--- src/rtl/pool2_rd_pkg.sv ---
// Shared state type and default widths for the pool2 result-map read sequencer.
package pool2_rd_pkg;

    localparam int POOL2_ADDR_W   = 12;
    localparam int POOL2_DATA_W   = 128;
    localparam int POOL2_READ_LAT = 2;
    localparam int POOL2_CNT_W    = POOL2_ADDR_W + 1;

    typedef enum logic [1:0] {
        IDLE  = 2'd0,
        RUN   = 2'd1,
        DRAIN = 2'd2
    } rd_state_e;

endpackage

--- src/rtl/pool2_rd_fifo.sv ---
// First-word-fall-through FIFO buffering RAM read data ahead of the output stream.
module pool2_rd_fifo #(
    parameter int DEPTH = 4,
    parameter int WIDTH = 128
) (
    input  logic                         clk,
    input  logic                         rst_n,
    input  logic                         push,
    input  logic [WIDTH-1:0]             din,
    input  logic                         pop,
    output logic [WIDTH-1:0]             dout,
    output logic [$clog2(DEPTH+1)-1:0]   count,
    output logic                         empty
);

    localparam int PTR_W = (DEPTH > 1) ? $clog2(DEPTH) : 1;
    localparam int CNT_W = $clog2(DEPTH + 1);

    logic [WIDTH-1:0] mem_q [DEPTH];
    logic [PTR_W-1:0] wr_ptr_q, wr_ptr_d;
    logic [PTR_W-1:0] rd_ptr_q, rd_ptr_d;
    logic [CNT_W-1:0] count_q, count_d;
    logic             do_push;
    logic             do_pop;

    function automatic logic [PTR_W-1:0] ptr_inc(input logic [PTR_W-1:0] p);
        return (p == PTR_W'(DEPTH - 1)) ? '0 : p + 1'b1;
    endfunction

    always_comb begin
        do_push  = push && (count_q != CNT_W'(DEPTH));
        do_pop   = pop && (count_q != '0);
        wr_ptr_d = do_push ? ptr_inc(wr_ptr_q) : wr_ptr_q;
        rd_ptr_d = do_pop ? ptr_inc(rd_ptr_q) : rd_ptr_q;
        count_d  = count_q;
        if (do_push && !do_pop) begin
            count_d = count_q + 1'b1;
        end else if (!do_push && do_pop) begin
            count_d = count_q - 1'b1;
        end
    end

    always_ff @(posedge clk or negedge rst_n) begin
        if (!rst_n) begin
            wr_ptr_q <= '0;
            rd_ptr_q <= '0;
            count_q  <= '0;
        end else begin
            wr_ptr_q <= wr_ptr_d;
            rd_ptr_q <= rd_ptr_d;
            count_q  <= count_d;
        end
    end

    // Storage carries no reset; the occupancy count alone decides what is valid.
    always_ff @(posedge clk) begin
        if (do_push) begin
            mem_q[wr_ptr_q] <= din;
        end
    end

    assign dout  = mem_q[rd_ptr_q];
    assign count = count_q;
    assign empty = (count_q == '0);

endmodule

--- src/rtl/pool2_rm_rd_ctrl.sv ---
// Streams a wrapping address range out of the pool2 result-map RAM with credit-based issue.
// Optional POOL2_RD_STALL_CNT_EN adds a saturating back-pressure cycle counter (stall_cnt).
module pool2_rm_rd_ctrl
    import pool2_rd_pkg::*;
#(
    parameter int ADDR_W     = POOL2_ADDR_W,
    parameter int DATA_W     = POOL2_DATA_W,
    parameter int READ_LAT   = POOL2_READ_LAT,
    parameter int FIFO_DEPTH = 4
) (
    input  logic              clk,
    input  logic              rst_n,
    input  logic              start,
    input  logic [ADDR_W-1:0] base_addr,
    input  logic [ADDR_W:0]   word_count,
    output logic [ADDR_W-1:0] ram_addrb,
    input  logic [DATA_W-1:0] ram_doutb,
    output logic [DATA_W-1:0] m_data,
    output logic              m_valid,
    input  logic              m_ready,
    output logic              m_last,
`ifdef POOL2_RD_STALL_CNT_EN
    output logic [31:0]       stall_cnt,
`endif
    output logic              busy,
    output logic              done
);

    localparam int CNT_W  = ADDR_W + 1;
    localparam int FC_W   = $clog2(FIFO_DEPTH + 1);
    localparam int CRED_W = $clog2(FIFO_DEPTH + READ_LAT + 1);

    rd_state_e             state_q, state_d;
    logic [ADDR_W-1:0]     addr_q, addr_d;
    logic [ADDR_W-1:0]     last_addr_q, last_addr_d;
    logic [CNT_W-1:0]      iss_rem_q, iss_rem_d;
    logic [CNT_W-1:0]      out_rem_q, out_rem_d;
    logic [READ_LAT-1:0]   rd_vld_q, rd_vld_d;
    logic                  done_q, done_d;

    logic [DATA_W-1:0]     fifo_dout;
    logic [FC_W-1:0]       fifo_count;
    logic                  fifo_empty;
    logic [CRED_W-1:0]     inflight;
    logic                  credit_ok;
    logic                  issue;
    logic                  hs;

    pool2_rd_fifo #(
        .DEPTH (FIFO_DEPTH),
        .WIDTH (DATA_W)
    ) u_fifo (
        .clk   (clk),
        .rst_n (rst_n),
        .push  (rd_vld_q[READ_LAT-1]),
        .din   (ram_doutb),
        .pop   (hs),
        .dout  (fifo_dout),
        .count (fifo_count),
        .empty (fifo_empty)
    );

    assign m_valid = !fifo_empty;
    assign m_data  = m_valid ? fifo_dout : '0;
    assign hs      = m_valid && m_ready;
    assign m_last  = m_valid && (out_rem_q == CNT_W'(1));
    assign busy    = (state_q != IDLE);
    assign done    = done_q;

    // Reads still in the RAM pipe count against FIFO space so a late capture always fits.
    always_comb begin
        inflight = '0;
        for (int i = 0; i < READ_LAT; i++) begin
            inflight = inflight + CRED_W'(rd_vld_q[i]);
        end
        credit_ok = (inflight + CRED_W'(fifo_count)) < CRED_W'(FIFO_DEPTH);
    end

    always_comb begin
        state_d     = state_q;
        addr_d      = addr_q;
        last_addr_d = last_addr_q;
        iss_rem_d   = iss_rem_q;
        out_rem_d   = out_rem_q;
        done_d      = 1'b0;
        issue       = 1'b0;

        if (hs) begin
            out_rem_d = out_rem_q - 1'b1;
        end

        case (state_q)
            IDLE: begin
                if (start) begin
                    if (word_count != '0) begin
                        state_d   = RUN;
                        addr_d    = base_addr;
                        iss_rem_d = word_count;
                        out_rem_d = word_count;
                    end else begin
                        done_d = 1'b1;
                    end
                end
            end
            RUN: begin
                if (credit_ok) begin
                    issue       = 1'b1;
                    addr_d      = addr_q + 1'b1;
                    last_addr_d = addr_q;
                    iss_rem_d   = iss_rem_q - 1'b1;
                    if (iss_rem_q == CNT_W'(1)) begin
                        state_d = DRAIN;
                    end
                end
            end
            DRAIN: begin
                if (hs && m_last) begin
                    state_d = IDLE;
                    done_d  = 1'b1;
                end
            end
            default: state_d = IDLE;
        endcase

        rd_vld_d    = '0;
        rd_vld_d[0] = issue;
        for (int i = 1; i < READ_LAT; i++) begin
            rd_vld_d[i] = rd_vld_q[i-1];
        end
    end

    assign ram_addrb = issue ? addr_q : last_addr_q;

    always_ff @(posedge clk or negedge rst_n) begin
        if (!rst_n) begin
            state_q     <= IDLE;
            addr_q      <= '0;
            last_addr_q <= '0;
            iss_rem_q   <= '0;
            out_rem_q   <= '0;
            rd_vld_q    <= '0;
            done_q      <= 1'b0;
        end else begin
            state_q     <= state_d;
            addr_q      <= addr_d;
            last_addr_q <= last_addr_d;
            iss_rem_q   <= iss_rem_d;
            out_rem_q   <= out_rem_d;
            rd_vld_q    <= rd_vld_d;
            done_q      <= done_d;
        end
    end

`ifdef POOL2_RD_STALL_CNT_EN
    logic [31:0] stall_cnt_q, stall_cnt_d;

    always_comb begin
        stall_cnt_d = stall_cnt_q;
        if ((state_q == IDLE) && start) begin
            stall_cnt_d = '0;
        end else if (busy && m_valid && !m_ready && (stall_cnt_q != '1)) begin
            stall_cnt_d = stall_cnt_q + 1'b1;
        end
    end

    always_ff @(posedge clk or negedge rst_n) begin
        if (!rst_n) begin
            stall_cnt_q <= '0;
        end else begin
            stall_cnt_q <= stall_cnt_d;
        end
    end

    assign stall_cnt = stall_cnt_q;
`endif

endmodule

--- config.mk ---
export PLATFORM = sky130hd
export DESIGN_NAME = pool2_rm_rd_ctrl
export DESIGN_NICKNAME = d
export VERILOG_FILES = /design/src/rtl/pool2_rd_pkg.sv /design/src/rtl/pool2_rd_fifo.sv /design/src/rtl/pool2_rm_rd_ctrl.sv
export SDC_FILE = /design/constraint.sdc
export NUM_CORES = 1
export LEC_CHECK = 0
export BUFFER_PORTS_ARGS = -buffer_cell sky130_fd_sc_hd__buf_2
export CORE_MARGIN = 5
export CORE_UTILIZATION = 52
export CTS_CLUSTER_DIAMETER = 100
export DETAILED_ROUTE_END_ITERATION = 7
export HOLD_SLACK_MARGIN = 0.05
export PLACE_DENSITY = 0.84
export SLEW_MARGIN = 10
export SYNTH_ARGS = -nofsm -noshare
export SYNTH_HDL_FRONTEND = slang
export SYNTH_SLANG_ARGS = --single-unit
--- constraint.sdc ---
create_clock -name clk -period 4.4 [get_ports clk]
set_input_delay 0.44 -clock clk [delete_from_list [all_inputs] [get_ports clk]]
set_output_delay 0.44 -clock clk [all_outputs]
set_load 0.01 [all_outputs]
==> reports/qor.yml, run 1 <==
clock_tree:
  worstSkewPairLatency_ps: 600
  post-cts-setup-buffer-count: 0
  cts_resized: 0
  h-tree-depth: 2
  cts_root_buffer: "clkbuf_16"
  clockBufferDepth: 3
  cts.sinks: 574
  cts_tree: "done"
  path_clk_slew_ps: 60
  numCtsBuffers: 55
logic_synthesis:
  synth_cell_types: 49
  syn_area_um2: 22600
  ys_seq_elements: 574
  syn_avg_cell_area_um2: 19.4
  synth_fp_nets: 1337
  synth-edff-count: 512
  ys_seq_area_frac: 0.748
  syn-instance-count: 1167
  synth-main-ff-cell: "edfxtp_1"
  synthArstFlopShare: 0.108
  yosysWarnings: 0
cells_and_area:
  fillers: 2758
  drive_gt1_frac: 0.334
  ff_latch_area_um2: 16900
  finish.instance_area_um2: 27900
  finalCoreUtilization: 0.649
  area_delta_synth_final_pct: 23.5
  multi_input_area_um2: 5420
  nNetsFinal: 1778
critical_path:
  max_stage_delay_ps: 830
  path_class: "flop to output port"
  crit_path_start_kind: "flop"
  endpoint_kind: "output port"
  cp_data_required_time_ps: 3960
  path_cells: "nor3_1 -> clkinv_2 -> buf_4 -> and2_1 -> buf_2"
  crit_slowest_cell: "clkinv_2"
  crit_path_max_fanout: 70
  worst_ep_arrival_time_ps: 3430
flow_run:
  max_cap_violations: 0
detailed_routing:
  dr_total_vias: 12892
  routed_wl_um: 53800
  drc: 0
  drt_first_pass_iters: 5
  wl_per_cell_um: 23.9
  viasPerCell: 5.73
  drtIter0Drc: 1621
  antenna_left: 0
grt:
  grt_max_degree: 86
  grt_pass1_wl_um: 81500
  grt_usage: 0.224
  grt_pass1_vias: 13622
  grt_antenna_before_repair: 10
  globalRouteOverflowTotal: 0
die:
  core_um2: 43100
  rows: 76
  dieArea_um2: 47800
  initial_core_util: 0.526
  pin_count: 301
  die_h_um: 219
  dieWidth_um: 219
placed_design:
  placed_area_um2: 24900
  place_ws_ps: 1170
  io_buffers: 300
  gp_congestion: 0.856
  dpl.hpwl_um: 29300
sta:
  slew_violations: 0
  fmax_mhz: 258
  rsz0062_at_grt: "false"
  slew_headroom: 0.340
  min_period_over_period: 0.880
  hold_violations: 0
  worst_slack_ps: 529
  period_needed_ps: 3870
  setup_violations: 0
  finClkSkew_ps: 15.8
  tightest_slew_ps: 990
  setup_tns_ps: 0
pwr:
  power.density_nw_per_um2: 728
  peakVddDrop_mv: 0.549
  p_leak_nw: 9.89
  finalPower_mw: 20.3
hold_path:
  min_path_type: "input pin to flop"
status:
  status: "complete, no violations"
==> worst max-delay path, delay by kind of cell (launching register included) <==
family | cells | cell delay [ps]
DFF | 1 | 470
buffers and inverters | 3 | 1590
and+or+nand+nor | 2 | 700
==> metrics by stage <==
stage                     hold WS [ps]  std cells
after detailed placement           378       2009
after floorplan                    144       1167
final                             78.7       2249
after global placement             384       2009
after CTS                         51.0       2239
after global routing              58.6       2247
==> cell families after synthesis <==
group                      after synthesis  synth area share
DFF                                    574             0.748
and+or+nand+nor                        248            0.0628
muxes                                  145             0.136
AOI/OAI and AO/OA                       99            0.0272
buffers and inverters                   73            0.0132
xor gates and xnor gates                15           0.00580
adders and majority gates               13           0.00752
==> cell type report <==
class,instances,area share
repair buffers,446,0.108
well taps,585,0.0262
diodes,10,0.000895
clock inverters,32,0.0110
inverters,11,0.00152
flip-flops and latches,574,0.606
multi-input cells,520,0.194
clock buffers,71,0.0521
==> per-layer routing <==
metal | share of wire | global-route usage
met3 | 0.090 | 0.0598
met1 | 0.38 | 0.290
met2 | 0.51 | 0.384
met4 | 0.020 | 0.0532
met5 | 0.00024 | 0
==> worst paths after layout <==
path / startpoint / end / slack (ps) / depth (start not counted)
max in group asynchronous: rst_n / addr_q[11] / 3110 / 3
min in group asynchronous: rst_n / iss_rem_q[4] / 350 / 2
worst max-delay path: u_fifo.count[0] / m_data[70] / 530 / 5
worst min register to register: rd_vld_q[0] / rd_vld_q[1] / 400 / 0
worst max register to register: u_fifo.count[0] / iss_rem_q[1] / 1480 / 7
worst min-delay path: ram_doutb[25] / u_fifo.mem_q[3][25] / 80 / 1
==> timing repair <==
| item | CTS | global route |
|---|---|---|
| endpoints found under the hold margin | 523 | 0 |
| hold buffers | 127 | 0 |
| endpoints found under the setup margin | 0 | 0 |
==> sequential cells by signal, indices dropped and copies added (netlist names), 2 cells and up <==
signal	cells
u_fifo.mem_q	512
iss_rem_q	13
out_rem_q	13
addr_q	12
last_addr_q	12
u_fifo.count	3
rd_vld_q	2
state_q	2
u_fifo.rd_ptr_q	2
u_fifo.wr_ptr_q	2
==> synthesized netlist by cell type, drive strengths merged, types with 5 or more instances <==
master    n  area share
dfrtp    62       0.069
mux4    128        0.13
o21ai    30      0.0066
o22ai     6      0.0017
and2    133       0.037
a21oi    34      0.0075
clkbuf   34      0.0056
edfxtp  512        0.68
ha       12      0.0066
nor3     10      0.0022
nor2     34      0.0056
xnor2     9      0.0035
xor2      6      0.0023
nand3     8      0.0018
nand2    27      0.0045
buf      28      0.0057
nand2b    5      0.0014
nor4     11      0.0037
a22oi     5      0.0017
inv      11      0.0018
mux2     15      0.0075
==> cell usage in the layout (no fill, tap or decap), types with 9 or more instances in the layout <==
cell,n
nand2_1,27
a21oi_1,34
buf_4,10
ha_1,12
inv_1,10
buf_12,9
edfxtp_1,512
dfrtp_1,60
mux4_2,128
mux2_2,15
clkinv_1,12
clkinv_2,12
dlygate4sd3_1,127
o21ai_0,30
nor3_1,10
buf_2,300
clkbuf_16,55
nor2_1,34
diode_2,10
and2_1,129
xnor2_1,9
nor4_1,10
clkbuf_1,14
==> report_power, final <==
part	switching, mW	internal (mW)	total, mW
sequential	0.664	7.59	8.25
combinational	4.14	3.29	7.43
clock	2.02	2.64	4.66
total	6.82	13.5	20.3
No activity file was read; power rests on OpenSTA's default activity.
==> run 2, diff against run 1 <==
Settings changed: CORE_UTILIZATION 52 to 57, PLACE_DENSITY 0.84 to 0.87.
Clock period 4.4 ns to 3.9 ns, I/O delays scaled along.
==> reports/qor.yml, run 2 (same netlist as run 1, synthesis figures left out) <==
status:
  status: "complete, no violations"
clock_tree:
  cts.sinks: 574  # unchanged
  clockBufferDepth: 3  # unchanged
  h-tree-depth: 2  # unchanged
  cts_resized: 0  # unchanged
  path_clk_slew_ps: 60  # about the same
  numCtsBuffers: 56  # +1.8%
  worstSkewPairLatency_ps: 620  # +20 ps
  cts_tree: "done"
  cts_root_buffer: "clkbuf_16"
cells_and_area:
  regMostFlops: "u_fifo.mem_q"
  layout_commonest_cell: "edfxtp_1"
  area_delta_synth_final_pct: 24.0
  largest_reg_flops: 512  # unchanged
  fillers: 2190  # -21%
  drive_gt1_frac: 0.342  # +0.00778
  nNetsFinal: 1794  # +0.90%
  top_regs: "u_fifo.mem_q (512), iss_rem_q (13), out_rem_q (13)"
  final_cell_mix: "edfxtp_1 (512), buf_2 (300), dlygate4sd3_1 (131), and2_1 (129), mux4_2 (128)"
sta:
  tightest_slew_ps: 919  # -70.9 ps
  hold_violations: 0  # unchanged
  fmax_mhz: 298
  period_needed_ps: 3350
  min_period_over_period: 0.860
  setup_violations: 0  # unchanged
  finClkSkew_ps: 27.8  # +12.0 ps
  slew_violations: 0  # unchanged
  slew_headroom: 0.382  # +0.0416
  rsz0062_at_grt: "false"
  setup_tns_ps: 0  # unchanged
  fin_hold_ws_ps: 87.0  # +8.31 ps
grt:
  grt_usage: 0.260  # +0.0363
  grt_max_degree: 83  # -3.5%
  grt_pass1_vias: 13862  # +1.8%
  grt_antenna_before_repair: 3  # -7
  globalRouteOverflowTotal: 0  # unchanged
  grt_pass1_wl_um: 86700  # +6.4%
detailed_routing:
  drtIter0Drc: 1795  # +11%
  dr_total_vias: 13351  # +3.6%
  drc: 0  # unchanged
  routed_wl_um: 57400  # +6.8%
  viasPerCell: 6.08  # +6.0%
  wl_per_cell_um: 26.1  # +9.4%
  antenna_left: 0  # unchanged
  drt_first_pass_iters: 8  # +3
die:
  rows: 73  # -3.9%
  die_h_um: 209  # -4.3%
  dieArea_um2: 43800  # -8.4%
  core_um2: 39500  # -8.2%
  initial_core_util: 0.572  # +0.0469
  pin_count: 301  # unchanged
  dieWidth_um: 209  # -4.3%
critical_path:
  path_class: "flop to output port"
  path_cells: "ha_1 -> nand3_1 -> a221oi_4 -> mux2_2 -> buf_2"
  worst_path_dominant_cell_family: "compound AO/OA/AOI/OAI gates"
  crit_buf_inv: 1  # -2
  cp_data_required_time_ps: 3510  # -450 ps
  endpoint_kind: "output port"
  max_stage_delay_ps: 820  # about the same
  worst_ep_arrival_time_ps: 2960  # -470 ps
  crit_slowest_cell: "a221oi_4"
  crit_path_max_fanout: 16  # -77%
  crit_path_start_kind: "flop"
pwr:
  p_leak_nw: 10.0  # +1.1%
  peakVddDrop_mv: 0.628  # +14%
  power.density_nw_per_um2: 835  # +15%
flow_run:
  max_cap_violations: 0  # unchanged
placed_design:
  dpl.hpwl_um: 30700  # +4.8%
  io_buffers: 300  # unchanged
  gp_congestion: 0.862  # +0.69%
hold_path:
  min_path_type: "input pin to flop"
-- run 2: cell types whose count changed in the layout (fill, tap and decap cells not counted), sizes merged --
cell,change
diode,-7
clkinvlp,+3
bufinv,+1
buf,+11
clkbuf,-1
dlygate4sd3,+4
clkinv,-3
-- run 2: final cells by class --
cell class / instances / area (um2) / share of cell area
sequential: 574 / 16900 / 0.603
multi-input combinational: 520 / 5420 / 0.193
timing repair buffer: 461 / 3160 / 0.113
clock buffer: 70 / 1490 / 0.0529
tap: 525 / 657 / 0.0234
clock inverter: 33 / 364 / 0.0130
inverter: 11 / 42.5 / 0.00152
antenna: 3 / 7.51 / 0.000267
-- run 2: timing repair --
action | CTS | global route
buffers inserted | 0 | 0
hold buffers | 131 | 0
endpoints found under the hold margin | 545 | 0
-- run 2: worst paths after layout --
path                            startpoint                 end  slack (ps)  cells past startpoint
max                        u_fifo.count[0]        ram_addrb[1]         550                      5
min                                  start                done          90                      3
max reg2reg                u_fifo.count[0]       iss_rem_q[11]        1120                      6
min reg2reg                    rd_vld_q[0]         rd_vld_q[1]         400                      0
max in group asynchronous            rst_n  u_fifo.rd_ptr_q[1]        2600                      3
min in group asynchronous            rst_n                done         380                      2
-- run 2: tightest hold or removal path, cell delays in order --
cell and delay, ps:
buf_2 90, inv_1 60, o32ai_1 90
-- run 2: where the power goes --
| part | switching, mW | total [mW] | internal, mW |
|---|---|---|---|
| sequential | 0.935 | 9.49 | 8.56 |
| clock | 2.39 | 5.51 | 3.12 |
| combinational | 4.64 | 8.43 | 3.79 |
| total | 7.96 | 23.4 | 15.5 |
-- run 2: through the flow --
stage          utilization  instance area (um2)  total power, mW  setup WS (ps)  cells
2_1_floorplan            -                22600             14.5            927   1167
3_3_place_gp         0.630                24900             17.3           1210   1960
3_5_place_dp         0.630                24900             17.6           1180   1960
4_1_cts              0.710                28100             23.3            517   2194
5_1_grt              0.710                28100             24.5            419   2197
6_report             0.710                28100             23.4            546   2197
-- run 2: routing by layer --
metal | GRT usage | share of wire
met5 | 0 | 0
met4 | 0.0797 | 0.030
met3 | 0.0505 | 0.091
met2 | 0.442 | 0.52
met1 | 0.348 | 0.36
==> run 3, diff against run 2 <==
Settings changed: CELL_PAD_IN_SITES_DETAIL_PLACEMENT set to 1, CELL_PAD_IN_SITES_GLOBAL_PLACEMENT set to 1, CORE_UTILIZATION 57 to 49.
==> reports/qor.yml, run 3 (same netlist as run 1, synthesis figures left out) <==
placed_design:
  placed_area_um2: 25000  # +0.34%
  gp_congestion: 0.836  # -3.0%
  io_buffers: 300  # unchanged
  place_ws_ps: 1060  # -119 ps
  dpl.hpwl_um: 35400  # +15%
die:
  die_h_um: 225  # +7.5%
  initial_core_util: 0.497  # -0.0757
  core_um2: 45600  # +15%
  dieWidth_um: 225  # +7.5%
  rows: 78  # +6.8%
  dieArea_um2: 50600  # +16%
  pin_count: 301  # unchanged
sta:
  rsz0062_at_grt: "false"
  finClkSkew_ps: 35.2  # +7.37 ps
  slew_violations: 0  # unchanged
  tightest_slew_ps: 985  # +66.5 ps
  min_period_over_period: 0.876  # +0.0159
  period_needed_ps: 3420  # +62.1 ps
  setup_violations: 0  # unchanged
  setup_tns_ps: 0  # unchanged
  fmax_mhz: 293  # -1.8%
  slew_headroom: 0.343  # -0.0387
  hold_violations: 0  # unchanged
  worst_slack_ps: 484  # -62.1 ps
pwr:
  p_switching_mw: 8.41  # +5.7%
  p_sw_frac: 0.352  # +0.0126
  peakVddDrop_mv: 0.590  # -6.1%
  power.density_nw_per_um2: 848  # +1.5%
  combPwrFrac: 0.368  # +0.008
  p_int_mw: 15.5  # about the same
  p_leak_nw: 9.96  # -0.37%
  finalPower_mw: 23.9  # +1.9%
  pwr-share-seq: 0.398  # -0.007
  clock_power_share: 0.233  # -0.002
critical_path:
  path_class: "flop to output port"
  crit_slowest_cell: "a221oi_4"
  worst_ep_arrival_time_ps: 3030  # +70 ps
  crit_path_max_fanout: 16  # unchanged
  crit_buf_inv: 1  # unchanged
  path_cells: "ha_1 -> nand3_1 -> a221oi_4 -> mux2_2 -> buf_2"
  reg2reg_setup_slack_ps: 1020  # -100 ps
  max_stage_delay_ps: 860  # +40 ps
  worstReg2RegEnd: "addr_q[4]"
  endpoint_kind: "output port"
  r2r_cells: 7  # +1
  cp_data_required_time_ps: 3510  # about the same
  crit_path_start_kind: "flop"
  worst_path_dominant_cell_family: "compound AO/OA/AOI/OAI gates"
  worstReg2RegStart: "u_fifo.count[0]"
  critical_path.startpoint: "u_fifo.count[0]"
cells_and_area:
  top_regs: "u_fifo.mem_q (512), iss_rem_q (13), out_rem_q (13)"
  ff_latch_area_um2: 16900  # unchanged
  nNetsFinal: 1789  # -0.28%
  final_cell_mix: "edfxtp_1 (512), buf_2 (300), dlygate4sd3_1 (132), and2_1 (129), mux4_2 (128)"
  regMostFlops: "u_fifo.mem_q"
  multi_input_area_um2: 5420  # unchanged
  area_delta_synth_final_pct: 24.4
  layout_commonest_cell: "edfxtp_1"
  largest_reg_flops: 512  # unchanged
  drive_gt1_frac: 0.333  # -0.00879
  fillers: 4004  # +83%
  finalCoreUtilization: 0.618  # -0.0918
  finish.instance_area_um2: 28200  # +0.33%
grt:
  grt_pass1_vias: 14699  # +6.0%
  grt_antenna_before_repair: 10  # +7
  globalRouteOverflowTotal: 0  # unchanged
  grt_usage: 0.263  # +0.00293
  grt_max_degree: 129  # +55%
  grt_pass1_wl_um: 99600  # +15%
detailed_routing:
  wl_per_cell_um: 29.4  # +12%
  dr_total_vias: 13508  # +1.2%
  viasPerCell: 5.94  # -2.3%
  drtIter0Drc: 1411  # -21%
  drt_first_pass_iters: 5  # -3
  routed_wl_um: 66800  # +16%
  drc: 0  # unchanged
  antenna_left: 0  # unchanged
hold_path:
  hp-start: "word_count[0]"
  whs_endpoint: "out_rem_q[0]"
  min_path_type: "input pin to flop"
  hold_depth: 3  # unchanged
status:
  status: "complete, no violations"
clock_tree:
  cts.sinks: 574  # unchanged
  path_clk_slew_ps: 60  # about the same
  clockBufferDepth: 3  # unchanged
  h-tree-depth: 2  # unchanged
  cts_resized: 0  # unchanged
  numCtsBuffers: 56  # unchanged
  cts_tree: "done"
  cts_root_buffer: "clkbuf_16"
  worstSkewPairLatency_ps: 640  # +20 ps
flow_run:
  max_cap_violations: 0  # unchanged
[run 3: cell types whose count changed in the layout (fill, tap and decap cells not counted), sizes merged]
cell,change
diode,+7
buf,-6
clkinv,+4
inv,-2
clkinvlp,-1
dlygate4sd3,+1
[run 3: how the worst max path moves through the flow]
stage	endpoint	cells after the start	slack, ps
6_report	ram_addrb[2]	5	480
2_1_floorplan	u_fifo.mem_q[0][0]	3	930
3_5_place_dp	iss_rem_q[9]	6	1060
4_1_cts	ram_addrb[2]	5	430
5_1_grt	ram_addrb[2]	5	350
3_3_place_gp	iss_rem_q[11]	6	1210
[run 3: worst register-to-register path, delay by kind of cell (launching register included)]
kind                     cells  cell delay, ps
AO/OA/AOI/OAI                4            1470
flip-flops                   1             470
adder cells (fa/ha/maj)      1             340
buffers and inverters        1             310
AND/OR/NAND/NOR              1             160
[run 3: layout make-up]
class                   count  area share
diodes                     10    0.000888
clock buffers              70      0.0524
clock inverters            34      0.0126
inverters                  11     0.00147
multi-input cells         520       0.192
flip-flops and latches    574       0.601
well taps                 600      0.0267
repair buffers            456       0.112
[run 3: metrics by stage]
stage	cells	hold slack (ps)
6_report	2275	93.9
5_1_grt	2271	75.0
4_1_cts	2265	54.1
3_5_place_dp	2029	390
3_3_place_gp	2029	375
2_1_floorplan	1167	94.4
[run 3: per-layer routing]
metal | track usage | part of all wire | vias to the layer above
met3 | 0.0710 | 0.093 | 130
met4 | 0.0801 | 0.030 | 6
met2 | 0.450 | 0.51 | 788
met1 | 0.332 | 0.36 | 7023
li1 | - | - | 5561
met5 | 0 | 0.00049 | -
[run 3: what timing repair did]
| item | 4_1_cts | 5_1_grt |
|---|---|---|
| hold buffers | 132 | 0 |
| hold endpoints to repair | 544 | 0 |
| setup buffers | 0 | 0 |
[run 3: power by group through the flow]
| stage | sequential (mW) | clock (mW) | combinational (mW) |
|---|---|---|---|
| floorplan | 9.09 | 0 | 5.39 |
| global placement | 9.28 | 0 | 8.15 |
| detailed placement | 9.47 | 0 | 8.42 |
| CTS | 9.41 | 5.53 | 8.70 |
| global route | 9.61 | 5.96 | 9.37 |
| finish | 9.50 | 5.57 | 8.80 |
